**config.mk**
```make
export PLATFORM = sky130hd
export DESIGN_NAME = sw_seq_feeder
export DESIGN_NICKNAME = d
export VERILOG_FILES = /design/src/rtl/sw_seq_feeder.sv
export SDC_FILE = /design/constraint.sdc
export NUM_CORES = 1
export LEC_CHECK = 0
export CORE_MARGIN = 3
export CORE_UTILIZATION = 35
export CTS_CLUSTER_DIAMETER = 50
export DETAILED_ROUTE_END_ITERATION = 10
export DONT_BUFFER_PORTS = 1
export HOLD_SLACK_MARGIN = 0.1
export PLACE_DENSITY = 0.57
export SETUP_SLACK_MARGIN = 0.1
export SYNTH_ARGS = -nofsm -noshare
export SYNTH_HDL_FRONTEND = slang
export SYNTH_SLANG_ARGS = --single-unit
```
**constraint.sdc**
```tcl
create_clock -name clk -period 3.25 [get_ports clk]
set_clock_uncertainty 0.2 [all_clocks]
set_input_delay 0.975 -clock clk [delete_from_list [all_inputs] [get_ports clk]]
set_output_delay 0.975 -clock clk [all_outputs]
set_load 0.05 [all_outputs]
```
**src/rtl/sw_seq_feeder.sv**
```systemverilog
// Host-side feeder for the Smith-Waterman scoring core.
// The host loads packed query (S) and target (T) words while idle. A start
// request resets the core, streams SEQ_LEN base pairs back to back, then
// waits for the core's finish (or a timeout) and captures the max score.
module sw_seq_feeder #(
  parameter int SEQ_LEN = 256,
  parameter int ADDR_W  = 6,
  parameter int TIMEOUT = 1023,
  parameter int CNT_W   = 10
) (
  input  logic              clk,
  input  logic              reset,
  input  logic              wr_en,
  input  logic              wr_sel,
  input  logic [ADDR_W-1:0] wr_addr,
  input  logic [7:0]        wr_data,
  input  logic              start,
  output logic              busy,
  output logic              done,
  output logic              timeout,
  output logic [11:0]       score,
  output logic              sw_rst,
  output logic              sw_valid,
  output logic [1:0]        sw_data_s,
  output logic [1:0]        sw_data_t,
  input  logic              sw_finish,
  input  logic [11:0]       sw_max
);

  localparam logic [CNT_W-1:0] LAST_IDX = CNT_W'(SEQ_LEN - 1);
  localparam logic [CNT_W-1:0] LAST_TO  = CNT_W'(TIMEOUT - 1);

  typedef enum logic [2:0] {
    IDLE   = 3'd0,
    CLR    = 3'd1,
    STREAM = 3'd2,
    WAIT   = 3'd3,
    DONE   = 3'd4
  } state_t;

  state_t            state;
  logic [CNT_W-1:0]  idx;       // index of the base pair currently on the outputs
  logic [CNT_W-1:0]  wait_cnt;  // cycles spent waiting for the core

  logic [7:0]        buf_s [2**ADDR_W];
  logic [7:0]        buf_t [2**ADDR_W];

  logic [ADDR_W+1:0] rd_idx;
  logic [ADDR_W-1:0] word_addr;
  logic [1:0]        base_sel;
  logic [7:0]        word_s;
  logic [7:0]        word_t;

  // Pick base k out of a packed word; base 0 sits in the low bits.
  function automatic logic [1:0] base_of(input logic [7:0] w, input logic [1:0] k);
    logic [1:0] b;
    case (k)
      2'd0:    b = w[1:0];
      2'd1:    b = w[3:2];
      2'd2:    b = w[5:4];
      default: b = w[7:6];
    endcase
    return b;
  endfunction

  // Address of the next base to issue: 0 from CLR, idx+1 while streaming.
  always_comb begin
    rd_idx = '0;
    if (state == STREAM) begin
      rd_idx = (ADDR_W+2)'(idx) + (ADDR_W+2)'(1);
    end
  end

  assign word_addr = rd_idx[ADDR_W+1:2];
  assign base_sel  = rd_idx[1:0];
  assign word_s    = buf_s[word_addr];
  assign word_t    = buf_t[word_addr];

  // Host writes land only while idle so the buffers are frozen during a run.
  always_ff @(posedge clk) begin
    if (wr_en && (state == IDLE)) begin
      if (wr_sel) begin
        buf_t[wr_addr] <= wr_data;
      end else begin
        buf_s[wr_addr] <= wr_data;
      end
    end
  end

  // Run sequencer with all interface outputs registered.
  always_ff @(posedge clk or posedge reset) begin
    if (reset) begin
      state     <= IDLE;
      idx       <= '0;
      wait_cnt  <= '0;
      busy      <= 1'b0;
      done      <= 1'b0;
      timeout   <= 1'b0;
      score     <= '0;
      sw_rst    <= 1'b0;
      sw_valid  <= 1'b0;
      sw_data_s <= '0;
      sw_data_t <= '0;
    end else begin
      case (state)
        IDLE: begin
          done <= 1'b0;
          if (start) begin
            timeout <= 1'b0;
            sw_rst  <= 1'b1;
            busy    <= 1'b1;
            state   <= CLR;
          end
        end
        CLR: begin
          // Core reset ends and base pair 0 goes out on the same edge.
          sw_rst    <= 1'b0;
          sw_valid  <= 1'b1;
          sw_data_s <= base_of(word_s, base_sel);
          sw_data_t <= base_of(word_t, base_sel);
          idx       <= '0;
          state     <= STREAM;
        end
        STREAM: begin
          if (idx == LAST_IDX) begin
            sw_valid  <= 1'b0;
            sw_data_s <= '0;
            sw_data_t <= '0;
            wait_cnt  <= '0;
            state     <= WAIT;
          end else begin
            sw_valid  <= 1'b1;
            sw_data_s <= base_of(word_s, base_sel);
            sw_data_t <= base_of(word_t, base_sel);
            idx       <= idx + CNT_W'(1);
          end
        end
        WAIT: begin
          wait_cnt <= wait_cnt + CNT_W'(1);
          // A finish arriving on the final allowed cycle still counts.
          if (sw_finish) begin
            score <= sw_max;
            done  <= 1'b1;
            busy  <= 1'b0;
            state <= DONE;
          end else if (wait_cnt == LAST_TO) begin
            timeout <= 1'b1;
            score   <= '0;
            done    <= 1'b1;
            busy    <= 1'b0;
            state   <= DONE;
          end
        end
        DONE: begin
          done  <= 1'b0;
          state <= IDLE;
        end
        default: begin
          state <= IDLE;
        end
      endcase
    end
  end

endmodule

```
Word-level counts from Yosys, hierarchy flattened
Memories as Yosys holds them, arrays and structs flattened.
Cells that the tools add are included.
{"block": "totals", "register_bits": 44, "latchBits": 0, "mem_bits_rw": 1024, "romBits": 0, "input_bits": 32, "n_memories": 2}
{"block": "classes", "addsub": 3, "multipliers": 0, "div": 0, "order_cmp": 0, "eq_ne": 14, "shifts": 0, "muxes": 37, "bitwise_logic": 0, "n_reduce_logical": 18}
{"name": "buf_s", "words": 64, "width": 8, "read_ports": 1, "rd_clocked_by_memory_dff": 0, "wr": 1, "line": "45", "source": "logic [7:0] buf_s [2**ADDR_W];"}
{"name": "buf_t", "words": 64, "width": 8, "read_ports": 1, "rd_clocked_by_memory_dff": 0, "wr": 1, "line": "46", "source": "logic [7:0] buf_t [2**ADDR_W];"}
{"cell": "10-bit one-hot mux with 2 select lines", "n": 2}
{"cell": "12-bit two-way mux", "n": 2}
{"cell": "10-bit by 1-bit adder with 10-bit output, second input constant", "n": 2}
{"cell": "10-bit two-way mux", "n": 2}
{"cell": "1-bit two-way mux", "n": 14}
{"cell": "3-bit two-way mux", "n": 4}
{"cell": "2-bit one-hot mux with 3 select lines", "n": 2}
{"cell": "3-bit one-hot mux with 4 select lines", "n": 1}
{"cell": "2-bit nonzero test", "n": 6}
{"cell": "10-bit == test, second input constant", "n": 1}
{"cell": "10-bit by 8-bit == test with 1-bit output, second input constant", "n": 1}
{"cell": "1-bit one-hot mux with 2 select lines", "n": 5}
{"cell": "2-bit AND reduction", "n": 5}
{"cell": "8-bit by 1-bit adder with 8-bit output, second input constant", "n": 1}
{"cell": "8-bit two-way mux", "n": 1}
{"cell": "2-bit inequality test, second input constant", "n": 4}
{"cell": "2-bit one-hot mux with 2 select lines", "n": 2}
{"cell": "3-bit by 2-bit == test with 1-bit output, second input constant", "n": 2}
{"cell": "3-bit AND reduction", "n": 2}
{"cell": "2-bit two-way mux", "n": 2}
{"cell": "4-bit AND reduction", "n": 1}
{"cell": "3-bit by 1-bit == test with 1-bit output, second input constant", "n": 1}
{"cell": "3-bit == test, second input constant", "n": 1}
{"cell": "3-bit logical NOT", "n": 1}
{"cell": "other kinds (7)", "n": 7}

Logic depth before layout (Yosys ltp)
{"block": "logic_depth", "word_depth": 6, "ltp_mapped": 16, "ltp_nobuf": 11}

Worst setup path before layout
No wires, ideal clock.
{"block": "synth_path", "kind": "reg-to-reg", "startpoint": "register idx[1]", "endpoint": "register sw_data_t[0]", "setup_ns": 0.131, "arrival_time_ns": 2.706, "t_required_ns": 2.919, "path_slack_ns": 0.213, "path_stages_with_launch": 14, "n_path_buf": 2, "period_less_slack_ns": 3.037, "cell_sequence": "dfrtp_1 ha_1 buf_2 xor2_1 and2_1 buf_6 mux2_2 a2bb2oi_1 and3_1 o32ai_1 nor4_1 and3_1 a311oi_1 a31oi_1"}
{"block": "synth_between", "elab_chain_cells": 6, "word_cells_on_any_way": 10, "classes_between": "add/sub (1); eq/ne (3); mux (4); reduce/logical (1); memory (1)"}
{"item": "start, declared", "line": "42", "source": "logic [CNT_W-1:0] idx;"}
{"item": "start signal, assigned", "line": "135", "source": "idx <= idx + CNT_W'(1);"}
{"item": "8-bit by 1-bit adder with 8-bit output", "line": "70", "source": "rd_idx = (ADDR_W+2)'(idx) + (ADDR_W+2)'(1);"}
{"item": "8-bit two-way mux", "line": "69", "source": "if (state == STREAM) begin"}
{"item": "memory read 64 x 8 bit, or another cell as far along"}
{"item": "2-bit one-hot mux with 3 select lines", "line": "57", "source": "case (k)"}
{"item": "2-bit two-way mux", "line": "125", "source": "if (idx == LAST_IDX) begin"}
{"item": "2-bit one-hot mux with 2 select lines *", "line": "105", "source": "case (state)"}
{"item": "end signal, assigned", "line": "120", "source": "sw_data_t <= base_of(word_t, base_sel);"}
{"item": "end signal, assigned", "line": "134", "source": "sw_data_t <= base_of(word_t, base_sel);"}
{"item": "end, declared", "line": "25", "source": "output logic [1:0] sw_data_t,"}
Mark *: on every way between the ends. The rest lies on a longest branch, timed or not.
A chain may end at the register's enable or synchronous reset.

Worst setup path after layout
{"block": "layout_path", "startpoint": "register idx[1]", "endpoint": "register sw_data_s[1]"}
{"block": "layout_between", "elab_chain_cells": 6, "word_cells_on_any_way": 10, "classes_between": "add/sub (1); eq/ne (3); mux (4); reduce/logical (1); memory (1)"}
{"item": "8-bit by 1-bit adder with 8-bit output", "line": "70"}
{"item": "8-bit two-way mux", "line": "69"}
{"item": "memory read 64 x 8 bit, or another cell as far along"}
{"item": "2-bit one-hot mux with 3 select lines", "line": "57"}
{"item": "2-bit two-way mux", "line": "125"}
{"item": "2-bit one-hot mux with 2 select lines *", "line": "105"}
{"item": "end signal, assigned", "line": "119", "source": "sw_data_s <= base_of(word_s, base_sel);"}
{"item": "end signal, assigned", "line": "133", "source": "sw_data_s <= base_of(word_s, base_sel);"}
{"item": "end, declared", "line": "24", "source": "output logic [1:0] sw_data_s,"}
Marks and branches as above.

==> results.md <==
- Vias: 30449
- R2R depth: 16
- Element type at the critical path end: flip-flop
- Post-DP HPWL: 92690 µm
- Synthesized area: 43580 µm²
- # setup viols final: 4
- Clock transition at the registers of the reported paths: 0.06 ns
- I/O pin cnt: 53
- Die H: 358.9 µm
- Cell Count, Final, Fillers Out: 5589
- Crit path max fanout: 5
- Max clock buf depth: 3
- Ys Warns: 0
- Global-route wire length before repair: 208200 µm
- Placed Cells: 5315
- Slew @ Worst Pin: 0.6804 ns
- R2R Setup Slk: -0.06 ns
- Post-synth ARST share: 4.120%
- Post-synth EDFFs: 1024
- DRC: 0
- Post-route ant nets: 0
- Top FF cell, synth: edfxtp_1
- Max_slew headroom: 54.64%
- Final period utilization: 102.0%
- Nature of the critical path startpoint: flip-flop
- Maximum number of pins on one net before global-route repair: 129
- 1st-iter DRT viols: 3602
- Tmin final: 3.315 ns
- Final worst setup slack: -0.06485 ns
- Core area: 122700 µm²
- Worst min path class: input pin to flip-flop
- RSZ-0062 raised after global routing: yes
- Leak: 19.38 nW
- Critical Path Start: idx[1]
- Final Hold Violating Endpoints: 0
- Crit path buf inv count: 6
- Levels on crit path: 16
- Layout area overhead: 26.19%
- Pwr Density: 654.5 nW/µm²
- Row count: 128
- Outcome: complete, but fails checks
- Worst hold start: wr_data[6]
- Antenna violations before repair: 1
- Worst setup path endpoint: sw_data_s[1]
- Routability congestion estimate: 0.9318
- Hold WS: 0.1400 ns
- Yosys reg bits: 1068
- Fin nets: 3898
- Share of post-route cells with drive strength above 1: 24.91%
- Die Footprint: 128800 µm²
- Final Max Slew Viols: 0
- First-pass DRT Iterations: 5
- Gate Count Post-Synth: 3316
- Avg Inst Size Synth: 13.14 µm²
- Switching Fraction: 28.74%
- P_sw: 10.34 mW
- Via density: 5.448
- Drt total wl: 144900 µm
- Max incr delay on CP: 0.37 ns
- Unique cell type count in the Yosys netlist: 81
- CP cell instances: ha_2 -> and3_4 -> mux2i_4 -> buf_12 -> buf_12 -> nor2_4 -> buf_12 -> buf_12 -> buf_4 -> buf_4 -> a22oi_1 -> nand3_1 -> a22oi_1 -> nand4_1 -> o211ai_1 -> o221a_2
- TritonCTS clock tree: yes
- Die X: 358.9 µm
- Terminus of the critical flop-to-flop path: sw_data_s[1]
- Gate power share: 19.7%
- Critical Path AT: 3.79 ns
- Int Pwr: 25.65 mW
- Root buffer cell: clkbuf_16
- Max_cap viols: 0
- GRT Overall Usage: 21.91%
- CTS buffer count: 115
- Grt total ovfl: 0
- Syn nets: 3351
- Failing checks: setup timing
- Cell mode on critical path: buf_12
- Critical path's top delay family: buffers and inverters
- Crit path required time: 3.73 ns
- Setup CP Type: flip-flop to flip-flop
- Max frequency: 301.7 MHz
- Starting Density: 35.52%
- Slowest CP cell: dfrtp_1
- Setup TNS: -0.1277 ns
- Clock share of power: 36.3%
- Drt wl/cell: 25.92 µm
- Register share of total power: 44.0%
- CTS Sinks: 1068
- Worst r2r src: idx[1]
- Clk_lat worst skew: 0.72 ns
- IO Port Bufs: 0
- Peak supply drop: 0.5041 mV
- Register area share after synthesis: 73.08%
- CTS H-tree lvls: 3
- Vias in the first global route: 29379
- Worst Hold Depth: 0
- Overall power: 35.99 mW
metrics by stage:
step	util, %	area (µm²)	setup slack (ns)
3_3_place_gp	40.45	49630	-0.4319
4_1_cts	44.40	54470	-0.003431
3_5_place_dp	40.45	49630	-0.4488
6_report	44.83	54990	-0.06485
2_1_floorplan	-	43580	0.2134
5_1_grt	44.83	54990	-0.1236
power groups by stage:
| stage | clock (mW) | sequential (mW) | combinational (mW) |
|---|---|---|---|
| floorplan | 0 | 16.0 | 3.00 |
| global placement | 0 | 16.1 | 6.25 |
| detailed placement | 0 | 16.1 | 6.24 |
| CTS | 13.2 | 15.8 | 6.76 |
| global route | 13.8 | 15.9 | 7.42 |
| finish | 13.1 | 15.8 | 7.09 |
flip-flops by register name, summed over array words and instances, names as in the netlist:
name       flops
state          3
sw_rst         1
sw_data_t      2
idx           10
sw_valid       1
buf_t        512
done           1
busy           1
sw_data_s      2
buf_s        512
score         12
timeout        1
wait_cnt      10
final cells by class:
type                       count  area (µm²)
inverter                       7       26.28
tap                         1625        2033
antenna                        1       2.502
sequential                  1068       31860
fill                       11120       67680
clock inverter                74       752.0
timing repair buffer         633        5832
clock buffer                 143        3044
multi-input combinational   2038       11450
routing by layer:
metal | global-route usage [%] | vias up | share of wire [%]
met4 | 7.863 | 0 | 3.9
met1 | 30.55 | 15220 | 41
met5 | 0 | - | 0
met3 | 4.769 | 277 | 10
li1 | - | 13408 | -
met2 | 33.78 | 1544 | 45
placed cells by master (no fill, tap or decap), types with 59 or more instances in the layout:
| master | synthesis | routed |
|---|---|---|
| edfxtp_1 | 1024 | 1024 |
| nand2_1 | 859 | 847 |
| buf_4 | 18 | 531 |
| nand3_1 | 315 | 297 |
| nor2_1 | 189 | 179 |
| clkbuf_16 | 0 | 117 |
| mux2i_1 | 97 | 92 |
| a31oi_1 | 92 | 82 |
| and3_1 | 77 | 68 |
| a21oi_1 | 68 | 60 |
| buf_12 | 0 | 59 |
synthesized netlist by cell type (3+ instances only):
| cell type | count | area (µm²) |
|---|---|---|
| a22o_1 | 13 | 113.9 |
| edfxtp_1 | 1024 | 30750 |
| buf_4 | 18 | 135.1 |
| a211oi_1 | 30 | 225.2 |
| a32o_1 | 3 | 30.03 |
| inv_1 | 7 | 26.28 |
| nand4_1 | 31 | 193.9 |
| nand3b_1 | 4 | 30.03 |
| o41ai_1 | 6 | 52.55 |
| or3_1 | 4 | 25.02 |
| mux2i_1 | 97 | 970.9 |
| and2_1 | 9 | 56.30 |
| a31oi_1 | 92 | 575.6 |
| o31ai_1 | 4 | 30.03 |
| nor2_1 | 189 | 709.4 |
| nand2_1 | 859 | 3224 |
| a32oi_1 | 13 | 113.9 |
| o21ai_0 | 47 | 235.2 |
| clkbuf_1 | 48 | 180.2 |
| xnor2_1 | 6 | 52.55 |
| and3_1 | 77 | 481.7 |
| mux2_2 | 8 | 90.09 |
| nand3_1 | 315 | 1577 |
| xor2_1 | 6 | 52.55 |
| o21ai_1 | 3 | 15.01 |
| o22ai_1 | 10 | 62.56 |
| buf_6 | 12 | 135.1 |
| o221ai_1 | 4 | 35.03 |
| nor4_1 | 8 | 50.05 |
| a311oi_1 | 12 | 105.1 |
| nor3_1 | 21 | 105.1 |
| ha_1 | 3 | 37.54 |
| o31a_1 | 3 | 26.28 |
| buf_2 | 108 | 540.5 |
| a22oi_1 | 17 | 127.6 |
| dfrtp_1 | 44 | 1101 |
| a21oi_1 | 68 | 340.3 |
| mux4_2 | 9 | 202.7 |
| nor2_2 | 4 | 25.02 |
| buf_1 | 14 | 52.55 |
| buf_8 | 3 | 45.04 |
| nor2b_1 | 4 | 25.02 |
| o211ai_1 | 5 | 37.54 |
kinds of logic (layout without fill, tap and decap cells):
logic type	count (synthesis)	after routing	share of synthesized area (%)
simple gates	1543	1543	15.35
flops	1068	1068	73.08
compound gates	361	361	5.590
buf+inv	210	857	2.558
mux	119	119	3.095
xor+xnor	12	12	0.2412
fa+ha+maj	3	3	0.08614
other cells	0	1	0
worst min path at each step:
stage,end,slack (ns)
floorplan,wait_cnt[7],0.25
global placement,wait_cnt[7],0.27
detailed placement,wait_cnt[6],0.28
CTS,buf_s[40][7],0.11
global route,buf_s[62][4],0.10
finish,buf_s[56][6],0.14
repair_timing:
item / CTS / global route
gates cloned: 6 / 1
gates resized for setup: 113 / 84
endpoints found under the hold margin: 1 / 0
hold buffers: 1 / 0
pin swaps: 21 / 47
endpoints found under the setup margin: 16 / 402
setup buffers: 34 / 14
Note: power is estimated with default switching activity, not from simulation.
